[src/rtl/survivor_mem_ctrl_if.sv]
// Bundles the ACS write handshake, traceback read stream and status lines
// between the survivor-memory controller and the blocks around it.
interface survivor_mem_ctrl_if #(
  parameter int ADDR_W = 6
);
  logic              i_en;
  logic              i_wr_valid;
  logic              o_wr_ready;
  logic              o_wr_en;
  logic [ADDR_W-1:0] o_wr_addr;
  logic              i_flush;
  logic              o_rd_en;
  logic [ADDR_W-1:0] o_rd_addr;
  logic              o_rd_first;
  logic              o_rd_dec;
  logic              o_blk_done;
  logic              o_flush_done;
  logic [ADDR_W:0]   o_occ;
  logic              o_busy;

  modport master (
    output i_en, i_wr_valid, i_flush,
    input  o_wr_ready, o_wr_en, o_wr_addr, o_rd_en, o_rd_addr, o_rd_first,
           o_rd_dec, o_blk_done, o_flush_done, o_occ, o_busy
  );

  modport slave (
    input  i_en, i_wr_valid, i_flush,
    output o_wr_ready, o_wr_en, o_wr_addr, o_rd_en, o_rd_addr, o_rd_first,
           o_rd_dec, o_blk_done, o_flush_done, o_occ, o_busy
  );
endinterface

[src/rtl/survivor_mem_ctrl.sv]
// Sliding-window scheduler for the Viterbi survivor RAM: hands out write
// addresses, tracks unreleased entries and drives the traceback read stream.
module survivor_mem_ctrl #(
  parameter int ADDR_W  = 6,
  parameter int TB_LEN  = 16,
  parameter int DEC_LEN = 16
) (
  input  logic               clk,
  input  logic               rst,
  survivor_mem_ctrl_if.slave bus
);

  localparam int DEPTH = 1 << ADDR_W;
  localparam int L     = TB_LEN + DEC_LEN;
  localparam int OCC_W = ADDR_W + 1;

  localparam logic [OCC_W-1:0]  OCC_DEPTH    = OCC_W'(DEPTH);
  localparam logic [OCC_W-1:0]  OCC_L        = OCC_W'(L);
  localparam logic [OCC_W-1:0]  OCC_DEC      = OCC_W'(DEC_LEN);
  localparam logic [OCC_W-1:0]  OCC_ONE      = OCC_W'(1);
  localparam logic [OCC_W-1:0]  CNT_TB_LAST  = OCC_W'(TB_LEN - 1);
  localparam logic [OCC_W-1:0]  CNT_DEC_LAST = OCC_W'(DEC_LEN - 1);
  localparam logic [ADDR_W-1:0] PTR_ONE      = ADDR_W'(1);
  localparam logic [ADDR_W-1:0] PTR_LM1      = ADDR_W'(L - 1);
  localparam logic [ADDR_W-1:0] PTR_DEC      = ADDR_W'(DEC_LEN);

  typedef enum logic [2:0] {
    S_IDLE,
    S_TRACE,
    S_DECODE,
    S_RELEASE,
    S_FLUSH
  } state_t;

  state_t            state_q, state_d;
  logic [ADDR_W-1:0] wr_ptr_q, wr_ptr_d;
  logic [ADDR_W-1:0] rel_ptr_q, rel_ptr_d;
  logic [ADDR_W-1:0] rd_ptr_q, rd_ptr_d;
  logic [OCC_W-1:0]  occ_q, occ_d;
  logic [OCC_W-1:0]  cnt_q, cnt_d;
  logic              flush_pend_q, flush_pend_d;
  logic              first_q, first_d;

  logic wr_ready;
  logic wr_accept;
  logic rd_active;
  logic in_release;
  logic flush_last;
  logic flush_empty;

  always_comb begin : status
    wr_ready    = (occ_q < OCC_DEPTH) && !flush_pend_q;
    wr_accept   = bus.i_en && bus.i_wr_valid && wr_ready;
    rd_active   = (state_q == S_TRACE) || (state_q == S_DECODE) ||
                  (state_q == S_FLUSH);
    in_release  = (state_q == S_RELEASE);
    flush_last  = (state_q == S_FLUSH) && (cnt_q == OCC_ONE);
    flush_empty = (state_q == S_IDLE) && flush_pend_q && (occ_q == '0);
  end

  always_comb begin : next_state
    state_d      = state_q;
    wr_ptr_d     = wr_ptr_q;
    rel_ptr_d    = rel_ptr_q;
    rd_ptr_d     = rd_ptr_q;
    occ_d        = occ_q;
    cnt_d        = cnt_q;
    flush_pend_d = flush_pend_q;
    first_d      = first_q;

    if (wr_accept) begin
      wr_ptr_d = wr_ptr_q + PTR_ONE;
      occ_d    = occ_d + OCC_ONE;
    end
    if (in_release) begin
      occ_d = occ_d - OCC_DEC;
    end
    // Writes are blocked while a flush is pending, so occ_q is the flushed count.
    if (flush_last) begin
      occ_d = occ_d - occ_q;
    end

    if (flush_last || flush_empty) begin
      flush_pend_d = 1'b0;
    end
    if (bus.i_flush) begin
      flush_pend_d = 1'b1;
    end

    case (state_q)
      S_IDLE: begin
        if (occ_q >= OCC_L) begin
          state_d  = S_TRACE;
          rd_ptr_d = rel_ptr_q + PTR_LM1;
          cnt_d    = '0;
          first_d  = 1'b1;
        end else if (flush_pend_q && (occ_q != '0)) begin
          state_d  = S_FLUSH;
          rd_ptr_d = wr_ptr_q - PTR_ONE;
          cnt_d    = occ_q;
          first_d  = 1'b1;
        end
      end
      S_TRACE: begin
        rd_ptr_d = rd_ptr_q - PTR_ONE;
        first_d  = 1'b0;
        if (cnt_q == CNT_TB_LAST) begin
          state_d = S_DECODE;
          cnt_d   = '0;
        end else begin
          cnt_d = cnt_q + OCC_ONE;
        end
      end
      S_DECODE: begin
        rd_ptr_d = rd_ptr_q - PTR_ONE;
        if (cnt_q == CNT_DEC_LAST) begin
          state_d = S_RELEASE;
          cnt_d   = '0;
        end else begin
          cnt_d = cnt_q + OCC_ONE;
        end
      end
      S_RELEASE: begin
        rel_ptr_d = rel_ptr_q + PTR_DEC;
        state_d   = S_IDLE;
      end
      S_FLUSH: begin
        rd_ptr_d = rd_ptr_q - PTR_ONE;
        first_d  = 1'b0;
        cnt_d    = cnt_q - OCC_ONE;
        if (flush_last) begin
          rel_ptr_d = wr_ptr_q;
          state_d   = S_IDLE;
        end
      end
      default: begin
        state_d = S_IDLE;
      end
    endcase
  end

  // A low i_en freezes every register; reset still applies regardless of i_en.
  always_ff @(posedge clk) begin
    if (!rst) begin
      state_q      <= S_IDLE;
      wr_ptr_q     <= '0;
      rel_ptr_q    <= '0;
      rd_ptr_q     <= '0;
      occ_q        <= '0;
      cnt_q        <= '0;
      flush_pend_q <= 1'b0;
      first_q      <= 1'b0;
    end else if (bus.i_en) begin
      state_q      <= state_d;
      wr_ptr_q     <= wr_ptr_d;
      rel_ptr_q    <= rel_ptr_d;
      rd_ptr_q     <= rd_ptr_d;
      occ_q        <= occ_d;
      cnt_q        <= cnt_d;
      flush_pend_q <= flush_pend_d;
      first_q      <= first_d;
    end
  end

  assign bus.o_wr_ready   = wr_ready;
  assign bus.o_wr_en      = wr_accept;
  assign bus.o_wr_addr    = wr_ptr_q;
  assign bus.o_rd_en      = bus.i_en && rd_active;
  assign bus.o_rd_addr    = rd_ptr_q;
  assign bus.o_rd_first   = first_q && ((state_q == S_TRACE) || (state_q == S_FLUSH));
  assign bus.o_rd_dec     = (state_q == S_DECODE) || (state_q == S_FLUSH);
  assign bus.o_blk_done   = bus.i_en && in_release;
  assign bus.o_flush_done = bus.i_en && (flush_last || flush_empty);
  assign bus.o_occ        = occ_q;
  assign bus.o_busy       = (state_q != S_IDLE);

endmodule

[src/flat_wrapper.sv]
// flat-port wrapper written by rule: the top's interface ports become plain ports
module survivor_mem_ctrl_flat 
#(
  parameter int ADDR_W  = 6,
  parameter int TB_LEN  = 16,
  parameter int DEC_LEN = 16
)
  (clk, rst, bus_i_en, bus_i_wr_valid, bus_i_flush, bus_o_wr_ready, bus_o_wr_en, bus_o_wr_addr, bus_o_rd_en, bus_o_rd_addr, bus_o_rd_first, bus_o_rd_dec, bus_o_blk_done, bus_o_flush_done, bus_o_occ, bus_o_busy);
  survivor_mem_ctrl_if #(.ADDR_W(ADDR_W)) bus_i ();
  input  logic clk;
  input  logic rst;
  input wire logic [$bits(bus_i.i_en)-1:0] bus_i_en;
  input wire logic [$bits(bus_i.i_wr_valid)-1:0] bus_i_wr_valid;
  input wire logic [$bits(bus_i.i_flush)-1:0] bus_i_flush;
  output wire logic [$bits(bus_i.o_wr_ready)-1:0] bus_o_wr_ready;
  output wire logic [$bits(bus_i.o_wr_en)-1:0] bus_o_wr_en;
  output wire logic [$bits(bus_i.o_wr_addr)-1:0] bus_o_wr_addr;
  output wire logic [$bits(bus_i.o_rd_en)-1:0] bus_o_rd_en;
  output wire logic [$bits(bus_i.o_rd_addr)-1:0] bus_o_rd_addr;
  output wire logic [$bits(bus_i.o_rd_first)-1:0] bus_o_rd_first;
  output wire logic [$bits(bus_i.o_rd_dec)-1:0] bus_o_rd_dec;
  output wire logic [$bits(bus_i.o_blk_done)-1:0] bus_o_blk_done;
  output wire logic [$bits(bus_i.o_flush_done)-1:0] bus_o_flush_done;
  output wire logic [$bits(bus_i.o_occ)-1:0] bus_o_occ;
  output wire logic [$bits(bus_i.o_busy)-1:0] bus_o_busy;
  assign bus_i.i_en = bus_i_en;
  assign bus_i.i_wr_valid = bus_i_wr_valid;
  assign bus_i.i_flush = bus_i_flush;
  assign bus_o_wr_ready = bus_i.o_wr_ready;
  assign bus_o_wr_en = bus_i.o_wr_en;
  assign bus_o_wr_addr = bus_i.o_wr_addr;
  assign bus_o_rd_en = bus_i.o_rd_en;
  assign bus_o_rd_addr = bus_i.o_rd_addr;
  assign bus_o_rd_first = bus_i.o_rd_first;
  assign bus_o_rd_dec = bus_i.o_rd_dec;
  assign bus_o_blk_done = bus_i.o_blk_done;
  assign bus_o_flush_done = bus_i.o_flush_done;
  assign bus_o_occ = bus_i.o_occ;
  assign bus_o_busy = bus_i.o_busy;
  survivor_mem_ctrl #(.ADDR_W(ADDR_W), .TB_LEN(TB_LEN), .DEC_LEN(DEC_LEN)) u_core (.clk(clk), .rst(rst), .bus(bus_i));
endmodule
[config.mk]
export PLATFORM = sky130hd
export DESIGN_NAME = survivor_mem_ctrl_flat
export DESIGN_NICKNAME = d
export VERILOG_FILES = /design/src/rtl/survivor_mem_ctrl_if.sv /design/src/rtl/survivor_mem_ctrl.sv /design/src/flat_wrapper.sv
export SDC_FILE = /design/constraint.sdc
export NUM_CORES = 1
export LEC_CHECK = 0
export ABC_CLOCK_PERIOD_IN_PS = 3700
export CORE_MARGIN = 5
export CORE_UTILIZATION = 55
export CTS_BUF_LIST = sky130_fd_sc_hd__clkbuf_2 sky130_fd_sc_hd__clkbuf_4 sky130_fd_sc_hd__clkbuf_8
export CTS_CLUSTER_DIAMETER = 60
export CTS_CLUSTER_SIZE = 28
export DETAILED_ROUTE_END_ITERATION = 10
export PLACE_DENSITY = 0.84
export SETUP_SLACK_MARGIN = 0.1
export SKIP_LAST_GASP = 1
export SYNTH_ARGS = -nofsm -noshare
export SYNTH_HDL_FRONTEND = slang
export SYNTH_SLANG_ARGS = --single-unit
[constraint.sdc]
create_clock -name clk -period 3.7 [get_ports clk]
set_input_delay 0.555 -clock clk [delete_from_list [all_inputs] [get_ports clk]]
set_output_delay 0.555 -clock clk [all_outputs]
set_load 0.02 [all_outputs]
==> results.py <==
metrics = {
    "outcome": {
        "outcome": "completed",
    },
    "drt": {
        "avgRoutedWirePerCell_um": 14.8,
        "postRouteAntennaNets": 0,
        "wirelength_um": 6940,
        "viasPerCell": 5.97,
        "drtIter0Drc": 209,
        "drc_errors": 0,
        "dr_total_vias": 2792,
        "first_pass_iters": 4,
    },
    "logic_synthesis": {
        "syn_area_um2": 2880,
        "postSynthAreaPerCell_um2": 7.57,
        "synth_cell_types": 64,
        "yosysSeqAreaShare_pct": 25.8,
        "synth-edff-count": 0,
        "synth_warnings": 0,
        "synthCells": 380,
        "synth_nets": 402,
        "ys.flop_type": "dfxtp_1",
        "synth_seq_cells": 37,
        "postSynth.asyncResetShare_pct": 0,
    },
    "grt": {
        "grt_pass1_wl_um": 12000,
        "grt_pass1_vias": 2634,
        "grt_util_all_layers_pct": 22.5,
        "grt_overflow": 0,
        "antenna_found_initial": 0,
        "grt_max_degree": 33,
    },
    "clock_network": {
        "cts_made_buffers": 5,
        "htreeDepth": 2,
        "postCtsSetupBuffers": 0,
        "cts_sinks": 37,
        "clockRootBuffer": "clkbuf_8",
        "cts_buffer_depth": 2,
        "cts_hold_buffers": 0,
        "clkLatencyLatePin_ps": 300,
        "clk_pin_slew_ps": 80,
        "cts_tree": "done",
        "ctsResizeCount": 0,
    },
    "worst_setup_path": {
        "worstSetupStartpointType": "register",
        "critPathLaunch": "u_core.bus.o_occ[1]",
        "arrival_ps": 2680,
        "critical_path_class": "reg2out",
        "cp-end-kind": "output port",
        "critical_path_required_ps": 3140,
        "critPathMaxFanout": 5,
        "reg2reg_from": "u_core.bus.o_occ[6]",
    },
    "sta": {
        "timing.hold.ws_ps": 498,
        "max_freq_ghz": 0.309,
        "slew_viol_final": 0,
        "rsz0062_at_grt": "false",
        "fin_crit_sh_pct": 87.5,
        "period_needed_ps": 3240,
        "worstMarginPinSlew_ps": 711,
        "final_hold_viol_count": 0,
        "slew_headroom_pct": 52.4,
        "setup_viol": 0,
        "tns_ps": 0,
        "skew_ps": 9.49,
    },
    "finish": {
        "nets": 419,
        "syn_to_final_growth_pct": 14.6,
        "drive_above_1_share_pct": 5.78,
        "diodes": 0,
        "fin_cells": 468,
        "fin_util_pct": 64.5,
        "stdcell_area_um2": 3290,
    },
    "flow_run": {
        "maxCapViolations": 0,
    },
    "power": {
        "switching_share_pct": 34.3,
        "seqPwrFrac_pct": 38.6,
        "cellPowerDensity_nw_per_um2": 374,
        "vdd_drop_max_mv": 0.194,
        "comb_power_share_pct": 30.8,
        "p_clk_share_pct": 30.6,
        "p_int_uw": 810,
        "p_sw_uw": 423,
        "p_leak_nw": 1.21,
    },
    "placed_design": {
        "postPlaceCellArea_um2": 3170,
        "io_buffers": 31,
        "dp_hpwl_um": 5080,
        "routabilityCongestion": 0.924,
        "dpl.cell_count": 460,
    },
    "min_path": {
        "worstHoldPathType": "reg2reg",
        "hp-start": "u_core.bus.o_rd_addr[4]",
    },
    "die": {
        "pin_count": 32,
        "core_um2": 5110,
        "start_util_pct": 56.3,
        "die_area_um2": 6770,
        "die_w_um": 82.3,
        "rows": 26,
        "fp.dieH_um": 82.3,
    },
}
synthesized netlist by cell type, types with 2 or more instances:
library cell  number  area share (%)
a21oi_1           20             3.5
and3_1             6             1.3
buf_2              9             1.6
nor3_1             9             1.6
nor3b_1            5             1.3
a21boi_0          10             2.6
o211ai_1           4             1.0
a21boi_1           3            0.78
dfxtp_1           37              26
buf_6              3             1.2
xnor2_1           15             4.6
inv_1             18             2.3
a221oi_1           3            0.91
nand2_1           51             6.7
a221o_1            2            0.70
nor4b_1            3            0.91
and2_1            10             2.2
nor4_1             2            0.44
nand2b_1           3            0.65
a211oi_1           4             1.0
xor2_1             5             1.5
nand4_1            6             1.3
nor2b_1            4            0.87
mux2i_1            5             1.7
clkbuf_1          12             1.6
nor2_1            28             3.7
or3_1              4            0.87
o21ai_0           25             4.4
nand3_1           11             1.9
a31oi_1            5             1.1
o21ai_1            3            0.52
o221ai_1           2            0.61
or4_1              2            0.52
and4_1             2            0.61
o22ai_1            3            0.65
o21a_1             3            0.78
ha_1              16             7.0
per-stage QoR:
step / worst slack, ps / total power, mW
floorplan: 978 / 0.759
global placement: 499 / 0.852
detailed placement: 392 / 0.860
CTS: 463 / 1.24
global route: 313 / 1.31
finish: 462 / 1.23
power by group through the flow:
| stage | sequential (mW) | clock (mW) | combinational, mW |
|---|---|---|---|
| final | 0.476 | 0.377 | 0.380 |
| after global routing | 0.482 | 0.406 | 0.425 |
| after CTS | 0.475 | 0.389 | 0.379 |
| after detailed placement | 0.484 | 0 | 0.376 |
| after global placement | 0.483 | 0 | 0.370 |
| after floorplan | 0.479 | 0 | 0.280 |
flip-flops by register name (all words and copies together) (netlist names):
register              cells
u_core.bus.o_occ          7
u_core.cnt_q              7
u_core.bus.o_rd_addr      6
u_core.bus.o_wr_addr      6
u_core.rel_ptr_q          6
u_core.state_q            3
u_core.first_q            1
u_core.flush_pend_q       1
path summary, 6_finish.rpt:
kind | cells after the start | slack (ps) | endpoint
max reg2reg | 11 | 970 | u_core.bus.o_occ[6]
max | 6 | 460 | bus_o_flush_done
min reg2reg | 2 | 500 | u_core.bus.o_rd_addr[4]
min | 2 | 500 | u_core.bus.o_rd_addr[4]
cells in the final DEF (no fill, tap or decap), types with 3 or more instances in the layout:
cell / synthesis / layout
nor4b_1: 3 / 3
xor2_1: 5 / 5
nand2_1: 51 / 51
a211oi_1: 4 / 4
a21boi_1: 3 / 3
mux2i_1: 5 / 5
nand3_1: 11 / 11
nor3_1: 9 / 9
nor2_1: 28 / 28
or3_1: 4 / 4
and2_1: 10 / 10
xnor2_1: 15 / 15
nand4_1: 6 / 6
nor3b_1: 5 / 5
clkdlybuf4s50_1: 0 / 31
a31oi_1: 5 / 5
buf_4: 1 / 5
clkbuf_8: 0 / 6
o21ai_1: 3 / 3
a21oi_1: 20 / 20
o211ai_1: 4 / 4
nor2b_1: 4 / 4
inv_1: 18 / 18
ha_1: 16 / 16
o22ai_1: 3 / 3
and3_1: 6 / 6
a21boi_0: 10 / 10
nand2b_1: 3 / 3
dfxtp_1: 37 / 37
o21a_1: 3 / 3
a221oi_1: 3 / 3
o21ai_0: 25 / 25
critical path: stages, from the launching register on:
cell,delay [ps]
dfxtp_1,360
inv_1,180
ha_1,200
nor4b_1,350
or4b_1,500
a21boi_2,180
clkdlybuf4s50_1,620
per-layer routing:
metal  vias up  global-route usage, %  routed length [um]
li1       1382                      -                   -
met1      1319                   27.4                3010
met2        81                   38.2                3400
met3        10                   4.34                 418
met4         0                   9.63                 109
met5         -                      0                   0
logic make-up (layout without fill, tap and decap cells):
kind of cell	after synthesis	count (layout)	share of synthesized area, %
adders and majority gates	17	17	7.66
muxes	5	5	1.74
AOI/OAI and AO/OA	100	100	22.8
xor gates and xnor gates	21	21	6.66
and+or+nand+nor	156	156	28.3
buffers and inverters	44	62	7.09
DFF	37	37	25.8
area by class of cell:
type	count	area (um2)
inverter	18	67.6
tap	70	87.6
multi-input combinational	299	1930
clock buffer	6	82.6
clock inverter	2	37.5
fill	452	1810
sequential	37	741
timing repair buffer	36	348
Note: power is estimated with default switching activity, not from simulation.
